==> src/rtl/rv_pkg.sv <==
// Shared RV32I definitions: opcodes, instruction formats and encoder FSM states.
package rv_pkg;

    localparam logic [6:0] OP_LOAD   = 7'd3;
    localparam logic [6:0] OP_IMM    = 7'd19;
    localparam logic [6:0] OP_JALR   = 7'd103;
    localparam logic [6:0] OP_STORE  = 7'd35;
    localparam logic [6:0] OP_BRANCH = 7'd99;
    localparam logic [6:0] OP_JAL    = 7'd111;
    localparam logic [6:0] OP_LUI    = 7'd55;
    localparam logic [6:0] OP_R      = 7'd51;

    typedef enum logic [2:0] {FMT_I, FMT_S, FMT_B, FMT_J, FMT_U, FMT_R} fmt_e;

    typedef enum logic {ST_IDLE, ST_SECOND} state_e;

    function automatic logic [31:0] sext12(input logic [11:0] v);
        return {{20{v[11]}}, v};
    endfunction

endpackage

==> src/rtl/imm_pack.sv <==
// Combinational RV32I field packer with immediate range check.
module imm_pack
    import rv_pkg::*;
(
    input  logic [6:0]  op_i,
    input  logic [4:0]  rd_i,
    input  logic [4:0]  rs1_i,
    input  logic [4:0]  rs2_i,
    input  logic [2:0]  f3_i,
    input  logic [6:0]  f7_i,
    input  logic [31:0] imm_i,
    output logic [31:0] instr_o,
    output logic        err_o
);

    fmt_e fmt;
    logic unknown;

    always_comb begin
        fmt     = FMT_R;
        unknown = 1'b0;
        case (op_i)
            OP_LOAD, OP_IMM, OP_JALR: fmt = FMT_I;
            OP_STORE:                 fmt = FMT_S;
            OP_BRANCH:                fmt = FMT_B;
            OP_JAL:                   fmt = FMT_J;
            OP_LUI:                   fmt = FMT_U;
            OP_R:                     fmt = FMT_R;
            default:                  unknown = 1'b1;
        endcase
    end

    // Word is always built from the truncated bits; err only flags the loss.
    always_comb begin
        instr_o = {f7_i, rs2_i, rs1_i, f3_i, rd_i, op_i};
        err_o   = unknown;
        case (fmt)
            FMT_I: begin
                instr_o = {imm_i[11:0], rs1_i, f3_i, rd_i, op_i};
                err_o   = imm_i != sext12(imm_i[11:0]);
            end
            FMT_S: begin
                instr_o = {imm_i[11:5], rs2_i, rs1_i, f3_i, imm_i[4:0], op_i};
                err_o   = imm_i != sext12(imm_i[11:0]);
            end
            FMT_B: begin
                instr_o = {imm_i[12], imm_i[10:5], rs2_i, rs1_i, f3_i,
                           imm_i[4:1], imm_i[11], op_i};
                err_o   = (imm_i != {{19{imm_i[12]}}, imm_i[12:0]}) || imm_i[0];
            end
            FMT_J: begin
                instr_o = {imm_i[20], imm_i[10:1], imm_i[11], imm_i[19:12], rd_i, op_i};
                err_o   = (imm_i != {{11{imm_i[20]}}, imm_i[20:0]}) || imm_i[0];
            end
            FMT_U: begin
                instr_o = {imm_i[31:12], rd_i, op_i};
                err_o   = imm_i[11:0] != 12'd0;
            end
            default: ;
        endcase
    end

endmodule

==> src/rtl/imm_encoder.sv <==
// RV32I instruction encoder with li expansion (addi, lui, or lui+addi) behind
// valid/ready handshakes on both sides and a registered output.
module imm_encoder
    import rv_pkg::*;
(
    input  logic        clk,
    input  logic        rst_n,
    input  logic        in_valid,
    output logic        in_ready,
    input  logic [6:0]  in_op,
    input  logic [4:0]  in_rd,
    input  logic [4:0]  in_rs1,
    input  logic [4:0]  in_rs2,
    input  logic [2:0]  in_funct3,
    input  logic [6:0]  in_funct7,
    input  logic [31:0] in_imm,
    input  logic        in_li,
    output logic        out_valid,
    input  logic        out_ready,
    output logic [31:0] out_instr,
    output logic        out_err,
    output logic        out_last
);

    state_e      state_q, state_d;
    logic        valid_q, valid_d, err_q, err_d, last_q, last_d;
    logic [31:0] instr_q, instr_d;
    logic [4:0]  rd_q, rd_d;
    logic [11:0] lo_q, lo_d;

    logic        li_fits, li_two;
    logic [31:0] lui_imm;
    logic [6:0]  pk_op, pk_f7;
    logic [4:0]  pk_rs1, pk_rs2;
    logic [2:0]  pk_f3;
    logic [31:0] pk_imm, pk_instr;
    logic        pk_err;

    // Rounding by 0x800 compensates for the sign of the low addi immediate.
    assign lui_imm = (in_imm + 32'h0000_0800) & 32'hFFFF_F000;
    assign li_fits = in_imm == sext12(in_imm[11:0]);
    assign li_two  = in_li && !li_fits && (in_imm[11:0] != 12'd0);

    always_comb begin
        pk_op  = in_op;
        pk_rs1 = in_rs1;
        pk_rs2 = in_rs2;
        pk_f3  = in_funct3;
        pk_f7  = in_funct7;
        pk_imm = in_imm;
        if (in_li) begin
            pk_rs1 = 5'd0;
            pk_rs2 = 5'd0;
            pk_f3  = 3'd0;
            pk_f7  = 7'd0;
            pk_op  = li_fits ? OP_IMM : OP_LUI;
            pk_imm = li_fits ? in_imm : lui_imm;
        end
    end

    imm_pack u_pack (
        .op_i    (pk_op),
        .rd_i    (in_rd),
        .rs1_i   (pk_rs1),
        .rs2_i   (pk_rs2),
        .f3_i    (pk_f3),
        .f7_i    (pk_f7),
        .imm_i   (pk_imm),
        .instr_o (pk_instr),
        .err_o   (pk_err)
    );

    assign in_ready = (state_q == ST_IDLE) && (!valid_q || out_ready);

    always_comb begin
        state_d = state_q;
        valid_d = valid_q && !out_ready;
        instr_d = instr_q;
        err_d   = err_q;
        last_d  = last_q;
        rd_d    = rd_q;
        lo_d    = lo_q;
        case (state_q)
            ST_IDLE: begin
                if (in_valid && in_ready) begin
                    valid_d = 1'b1;
                    instr_d = pk_instr;
                    err_d   = pk_err && !in_li;
                    last_d  = !li_two;
                    if (li_two) begin
                        state_d = ST_SECOND;
                        rd_d    = in_rd;
                        lo_d    = in_imm[11:0];
                    end
                end
            end
            ST_SECOND: begin
                // valid_q is always set here, so out_ready means the lui handshakes.
                if (out_ready) begin
                    valid_d = 1'b1;
                    instr_d = {lo_q, rd_q, 3'b000, rd_q, OP_IMM};
                    err_d   = 1'b0;
                    last_d  = 1'b1;
                    state_d = ST_IDLE;
                end
            end
            default: state_d = ST_IDLE;
        endcase
    end

    always_ff @(posedge clk or negedge rst_n) begin
        if (!rst_n) begin
            state_q <= ST_IDLE;
            valid_q <= 1'b0;
            instr_q <= 32'd0;
            err_q   <= 1'b0;
            last_q  <= 1'b0;
            rd_q    <= 5'd0;
            lo_q    <= 12'd0;
        end else begin
            state_q <= state_d;
            valid_q <= valid_d;
            instr_q <= instr_d;
            err_q   <= err_d;
            last_q  <= last_d;
            rd_q    <= rd_d;
            lo_q    <= lo_d;
        end
    end

    assign out_valid = valid_q;
    assign out_instr = instr_q;
    assign out_err   = err_q;
    assign out_last  = last_q;

endmodule

==> config.mk <==
export PLATFORM = sky130hd
export DESIGN_NAME = imm_encoder
export DESIGN_NICKNAME = d
export VERILOG_FILES = /design/src/rtl/rv_pkg.sv /design/src/rtl/imm_pack.sv /design/src/rtl/imm_encoder.sv
export SDC_FILE = /design/constraint.sdc
export NUM_CORES = 1
export LEC_CHECK = 0
export BUFFER_PORTS_ARGS = -buffer_cell sky130_fd_sc_hd__buf_2
export CORE_MARGIN = 5
export CORE_UTILIZATION = 48
export CTS_CLUSTER_DIAMETER = 100
export DETAILED_ROUTE_END_ITERATION = 8
export GPL_TIMING_DRIVEN = 0
export PLACE_DENSITY = 0.86
export SKIP_LAST_GASP = 1
export SLEW_MARGIN = 5
export SYNTH_ARGS = -nofsm -noshare
export SYNTH_HDL_FRONTEND = slang
export SYNTH_SLANG_ARGS = --single-unit
export TNS_END_PERCENT = 5
==> constraint.sdc <==
create_clock -name clk -period 2.2 [get_ports clk]
set_clock_uncertainty 0.15 [all_clocks]
set_input_delay 0.22 -clock clk [delete_from_list [all_inputs] [get_ports clk]]
set_output_delay 0.22 -clock clk [all_outputs]
set_load 0.02 [all_outputs]
# Word-level counts from Yosys, hierarchy flattened
# Index checks and enable logic that the tools add are counted.
[classes]
n_bitwise = 1
shift = 0
add_sub_neg = 1
eq_ne = 18
magnitude_cmp = 0
div = 0
multipliers = 0
muxes = 28
reduce_logical = 22
[op_table]
columns = ["op", "n"]
rows = [
  ["one-hot mux 32 bit (5 select lines)", 1],
  ["2-to-1 mux 32 bit", 4],
  ["one-hot mux 32 bit (2 select lines)", 1],
  ["adder 32 x 12 -> 32 bit (second input constant)", 1],
  ["nonzero test 12 bit", 2],
  ["equality test 7 x 6 -> 1 bit (second input constant)", 3],
  ["equality test 7 bit (second input constant)", 3],
  ["equality test 20 bit", 1],
  ["!= test 20 bit", 1],
  ["!= test 19 bit", 1],
  ["one-hot mux 3 bit (5 select lines)", 1],
  ["2-to-1 mux 7 bit", 2],
  ["!= test 11 bit", 1],
  ["2-to-1 mux 1 bit", 10],
  ["2-to-1 mux 5 bit", 2],
  ["one-hot mux 1 bit (2 select lines)", 4],
  ["OR reduction 8 bit", 1],
  ["equality test 7 x 2 -> 1 bit (second input constant)", 1],
  ["equality test 7 x 5 -> 1 bit (second input constant)", 1],
  ["equality test 3 x 2 -> 1 bit (second input constant)", 2],
  ["logical AND 1 bit", 6],
  ["2-to-1 mux 6 bit", 1],
  ["logical NOT 1 bit", 5],
  ["one-hot mux 1 bit (4 select lines)", 1],
  ["other kinds (12)", 14],
]
[totals]
mem_bits_rw = 0
out_inout_bits = 36
latchBits = 0
input_bits = 69
regBits = 53
wordCells = 77
mem_bits_ro = 0
n_memories = 0

# Logic depth before layout (Yosys ltp)
[logic_depth]
word_depth = 12
depth_mapped = 11
mapped_depth_nobuf = 10

# Hierarchy
# From an unflattened synthesis, not the netlist that was laid out.
[hier_totals]
cells_unflattened = 427
hier_area_um2 = 3858.7
[modules_own_cells]
columns = ["mod", "seq_area_each_um2", "cells_per_inst", "instances", "area_each_um2"]
rows = [
  ["imm_encoder", 1326.3, 304, 1, 2995.4],
  ["imm_pack", 0.0, 123, 1, 863.3],
]

# Least setup slack after synthesis
# No wires, ideal clock.
[synth_path]
kind = "input -> register"
from = "in in_imm[23]"
to = "reg err_q (netlist: out_err)"
path_slack_ns = -0.748
path_buffers = 2
required_ns = 1.926
setup_ns = 0.124
cell_stages = 11
arrival_ns = 2.674
path_cell_list = "buf_4 > or4_4 > nor4_4 > o2111ai_4 > buf_6 > nand2_1 > and2_1 > mux2i_1 > a2111oi_2 > a211oi_1 > a211o_1"
[synth_via]
elab_chain_len = 12
word_cells_on_any_way = 34
classes_between = "add/sub: 1; eq/ne: 16; mux: 9; reduce/logical: 8"
[synth_lines]
columns = ["item", "line_no", "text"]
rows = [
  ["start: declaration", "imm_encoder.sv:16", "input logic [31:0] in_imm,"],
  ["branches (longest 8 deep; another with adder 32 x 12 -> 32 bit)", "-", ""],
  ["one-hot mux 1 bit (4 select lines) *", "imm_pack.sv:37", "case (fmt)"],
  ["logical AND 1 bit *", "imm_encoder.sv:88", "err_d = pk_err && !in_li;"],
  ["2-to-1 mux 1 bit *", "imm_encoder.sv:85", "if (in_valid && in_ready) begin"],
  ["one-hot mux 1 bit (2 select lines) *", "imm_encoder.sv:83", "case (state_q)"],
  ["end signal: assignment", "imm_encoder.sv:124", "err_q <= err_d;"],
  ["end: declaration", "imm_encoder.sv:26", "logic valid_q, valid_d, err_q, err_d, last_q, last_d;"],
]
# Mark *: on every way between the ends. The select of a mux whose other input is x is not followed.
# A chain may end at the register's enable or synchronous reset.

# Worst setup path in the final report
[layout_path]
from = "in in_imm[22]"
to = "reg err_q (netlist: out_err)"
# Same word-level chain as after synthesis.

==> results.py <==
metrics = {
    "status": {
        "outcome": "finished, violations left",
        "violations": "setup timing",
    },
    "routing": {
        "drcViolationCount": 0,
        "dr.first_iter.drc_count": 501,
        "final_antenna_net_count": 0,
        "wl_per_cell_um": 19.69,
        "via_per_inst": 6.328,
        "drt_wl_total_um": 13150,
        "firstDrtPassIters": 7,
        "via_count": 4227,
    },
    "cells_and_area": {
        "final_common_cell": "buf_2",
        "fillers": 623,
        "diodes": 0,
        "syn2layout_area_growth_pct": 34.63,
        "layout_common_cells": "buf_2 (98), dfrtp_1 (53), nand2_1 (37), o21ai_0 (35), buf_4 (22)",
        "drive_above_1_share": 0.3781,
        "instances_no_fill": 668,
        "final_nets": 635,
    },
    "synth": {
        "synth_top_area_cell": "dfrtp_1",
        "synth_ff_type": "dfrtp_1",
        "synth-seq-cells": 53,
        "synth_cells": 434,
        "synthesis.area_um2": 3815,
        "yosysTopAreaCellShare": 0.3477,
        "synth.area.top_cells": "dfrtp_1 (35%), mux2_2 (5.0%), o21ai_0 (4.6%)",
        "ys_warn_count": 0,
        "ys_types": 71,
        "synth_edf_count": 0,
        "syn_nets": 504,
        "syn_area_per_cell_um2": 8.790,
        "async_flop_share": 1.000,
        "yosysSeqAreaShare": 0.3477,
    },
    "critical_path": {
        "worstSetupEndpoint": "out_err",
        "reg2reg_slack_ps": -270,
        "cp.arrival_ps": 2930,
        "cp-startpoint": "in_imm[22]",
        "ff2ff_path_depth": 7,
        "reg2reg_from": "state_q",
        "required_ps": 2250,
        "r2r-end": "out_err",
        "crit_fanout": 6,
        "setup.worst_path.start_class": "primary input",
        "end_kind": "register",
        "critPathKind": "primary input to register",
    },
    "sta": {
        "relSlewSlack": 0.4151,
        "hold_violations": 0,
        "fin_crit_sh": 1.310,
        "drv_slew": 0,
        "fmax_mhz": 347.1,
        "fin_crit_ps": 2881,
        "whs_ps": 15.27,
        "grt_setup_unrepaired": "true",
        "worstMarginPinSlew_ps": 873.7,
        "worst_slack_ps": -681.4,
        "finalSetupViolCount": 47,
    },
    "floorplan": {
        "initial_core_util": 0.4937,
        "chipHeight_um": 99.15,
        "die_area_um2": 9831,
        "die_w_um": 99.15,
        "rows": 32,
        "ios": 105,
        "fp.coreArea_um2": 7727,
    },
    "worst_hold_path": {
        "worstHoldPathType": "primary input to register",
    },
    "place": {
        "pre_cts_ws_ps": -1184,
        "dp_hpwl_um": 9368,
        "dp_cells": 634,
        "place.gp.congestion": 0.9503,
        "portBuffers": 98,
    },
    "clock_tree": {
        "cts_root_buffer": "clkbuf_8",
        "cts_buffers": 5,
        "clk_path_buf_depth": 2,
        "clock_latency_ps": 310,
        "clkTransAtPathRegs_ps": 100,
        "cts_sinks": 53,
        "cts_tree": "built",
        "htree_levels": 2,
    },
    "grt": {
        "overflow": 0,
        "grt_pass1_vias": 4201,
        "antenna_found_initial": 0,
        "grt_max_degree": 54,
        "grt_usage": 0.2592,
        "grt_pass1_wl_um": 20780,
    },
    "pwr": {
        "p_leak_nw": 2.139,
        "power_density_nw_per_um2": 650.7,
        "irDropWorstVdd_v": 0.0002876,
    },
    "run": {
        "drv_cap": 0,
    },
}
-- metrics by stage --
stage          total power (W)  cell area (um^2)  TNS, ps    util
2_1_floorplan         0.002204              3859   -15090       -
3_3_place_gp          0.002650              4477   -31470  0.5793
3_5_place_dp          0.002697              4477   -33860  0.5793
4_1_cts               0.003286              4876   -17240  0.6310
5_1_grt               0.003512              5136   -16790  0.6647
6_report              0.003342              5136   -12300  0.6647
-- layer usage --
layer,vias to the layer above,part of all wire,GRT usage
met5,-,0,0
met4,0,0.022,0.07563
met3,28,0.076,0.03156
met2,230,0.50,0.4545
met1,2061,0.40,0.3354
li1,1908,-,-
-- critical path: stages --
cell and delay, ps:
buf_12 100, or4_4 540, nor4_4 250, buf_4 180, o2111ai_4 190, buf_6 190
nand3_1 120, xor2_2 110, or3_4 420, nor3_2 170, a311oi_1 120, a211o_1 310
-- kinds of logic (layout without fill, tap and decap cells) --
| kind of cell | after synthesis | after routing | share of synthesized area |
|---|---|---|---|
| mux | 29 | 29 | 0.08167 |
| fa+ha+maj | 1 | 1 | 0.003279 |
| buf+inv | 37 | 169 | 0.04362 |
| compound gates | 132 | 132 | 0.2335 |
| flops | 53 | 53 | 0.3477 |
| xor+xnor | 18 | 18 | 0.04624 |
| simple gates | 164 | 164 | 0.2440 |
-- how the worst min path moves through the flow --
stage	slack (ps)	endpoint	startpoint	cells past startpoint
after global placement	310	out_instr[30]	out_instr[30]	2
after floorplan	-230	lo_q[0]	rst_n	0
after detailed placement	320	out_instr[29]	out_instr[29]	2
after CTS	10	rd_q[3]	in_rd[3]	2
final	20	rd_q[3]	in_rd[3]	2
after global routing	30	rd_q[1]	in_rd[1]	2
-- area by class of cell --
class	count	area, um^2	share of cell area
buffer	27	187.7	0.03654
clock buffer	6	72.57	0.01413
clock inverter	2	15.01	0.002923
inverter	8	30.03	0.005847
multi-input combinational	344	2651	0.5162
sequential	53	1326	0.2582
tap	102	127.6	0.02485
timing repair buffer	126	725.7	0.1413
-- what timing repair did --
| action | in CTS | in global routing |
|---|---|---|
| buffers inserted | 11 | 14 |
| hold buffers | 0 | 1 |
| resized for setup | 44 | 32 |
| cloned | 1 | 1 |
| endpoints found under the setup margin | 52 | 53 |
| pin swaps | 11 | 18 |
| hold endpoints to repair | 0 | 53 |
-- Yosys cell counts, types with 2 or more instances --
library cell and instances:
dfrtp_1 53, nand2_1 38, o21ai_0 35, nor2_1 23, a21oi_1 22, clkbuf_1 19, nand3_1 18, mux2_2 17
mux2i_1 12, nand4_1 12, nor3_1 12, or3_1 11, o21ai_1 10, xor2_1 10, a22oi_1 8, and3_1 8
inv_1 8, nor4_1 7, o22ai_1 7, xnor2_1 7, and2_1 6, o211ai_1 6, or4_1 6, a22o_1 5
a31oi_1 5, a211oi_1 4, and4_1 4, buf_2 4, a21o_1 3, nand2b_1 3, o32a_1 3, a211o_1 2
a221oi_1 2, a32oi_1 2, buf_1 2, buf_4 2, buf_6 2, nand3b_1 2, nor4_2 2
-- sequential cells by signal, summed over array words and instances (netlist names) --
name and flops:
out_valid 1, out_err 1, out_last 1, rd_q 5
lo_q 12, state_q 1, out_instr 32
-- power by group --
part | internal (W) | switching [W] | leakage [nW]
logic | 0.000528 | 0.000826 | 1.47
clock network | 0.000225 | 0.000334 | 0.0374
registers | 0.00126 | 0.000171 | 0.630
(Power assumes the default switching activity.)
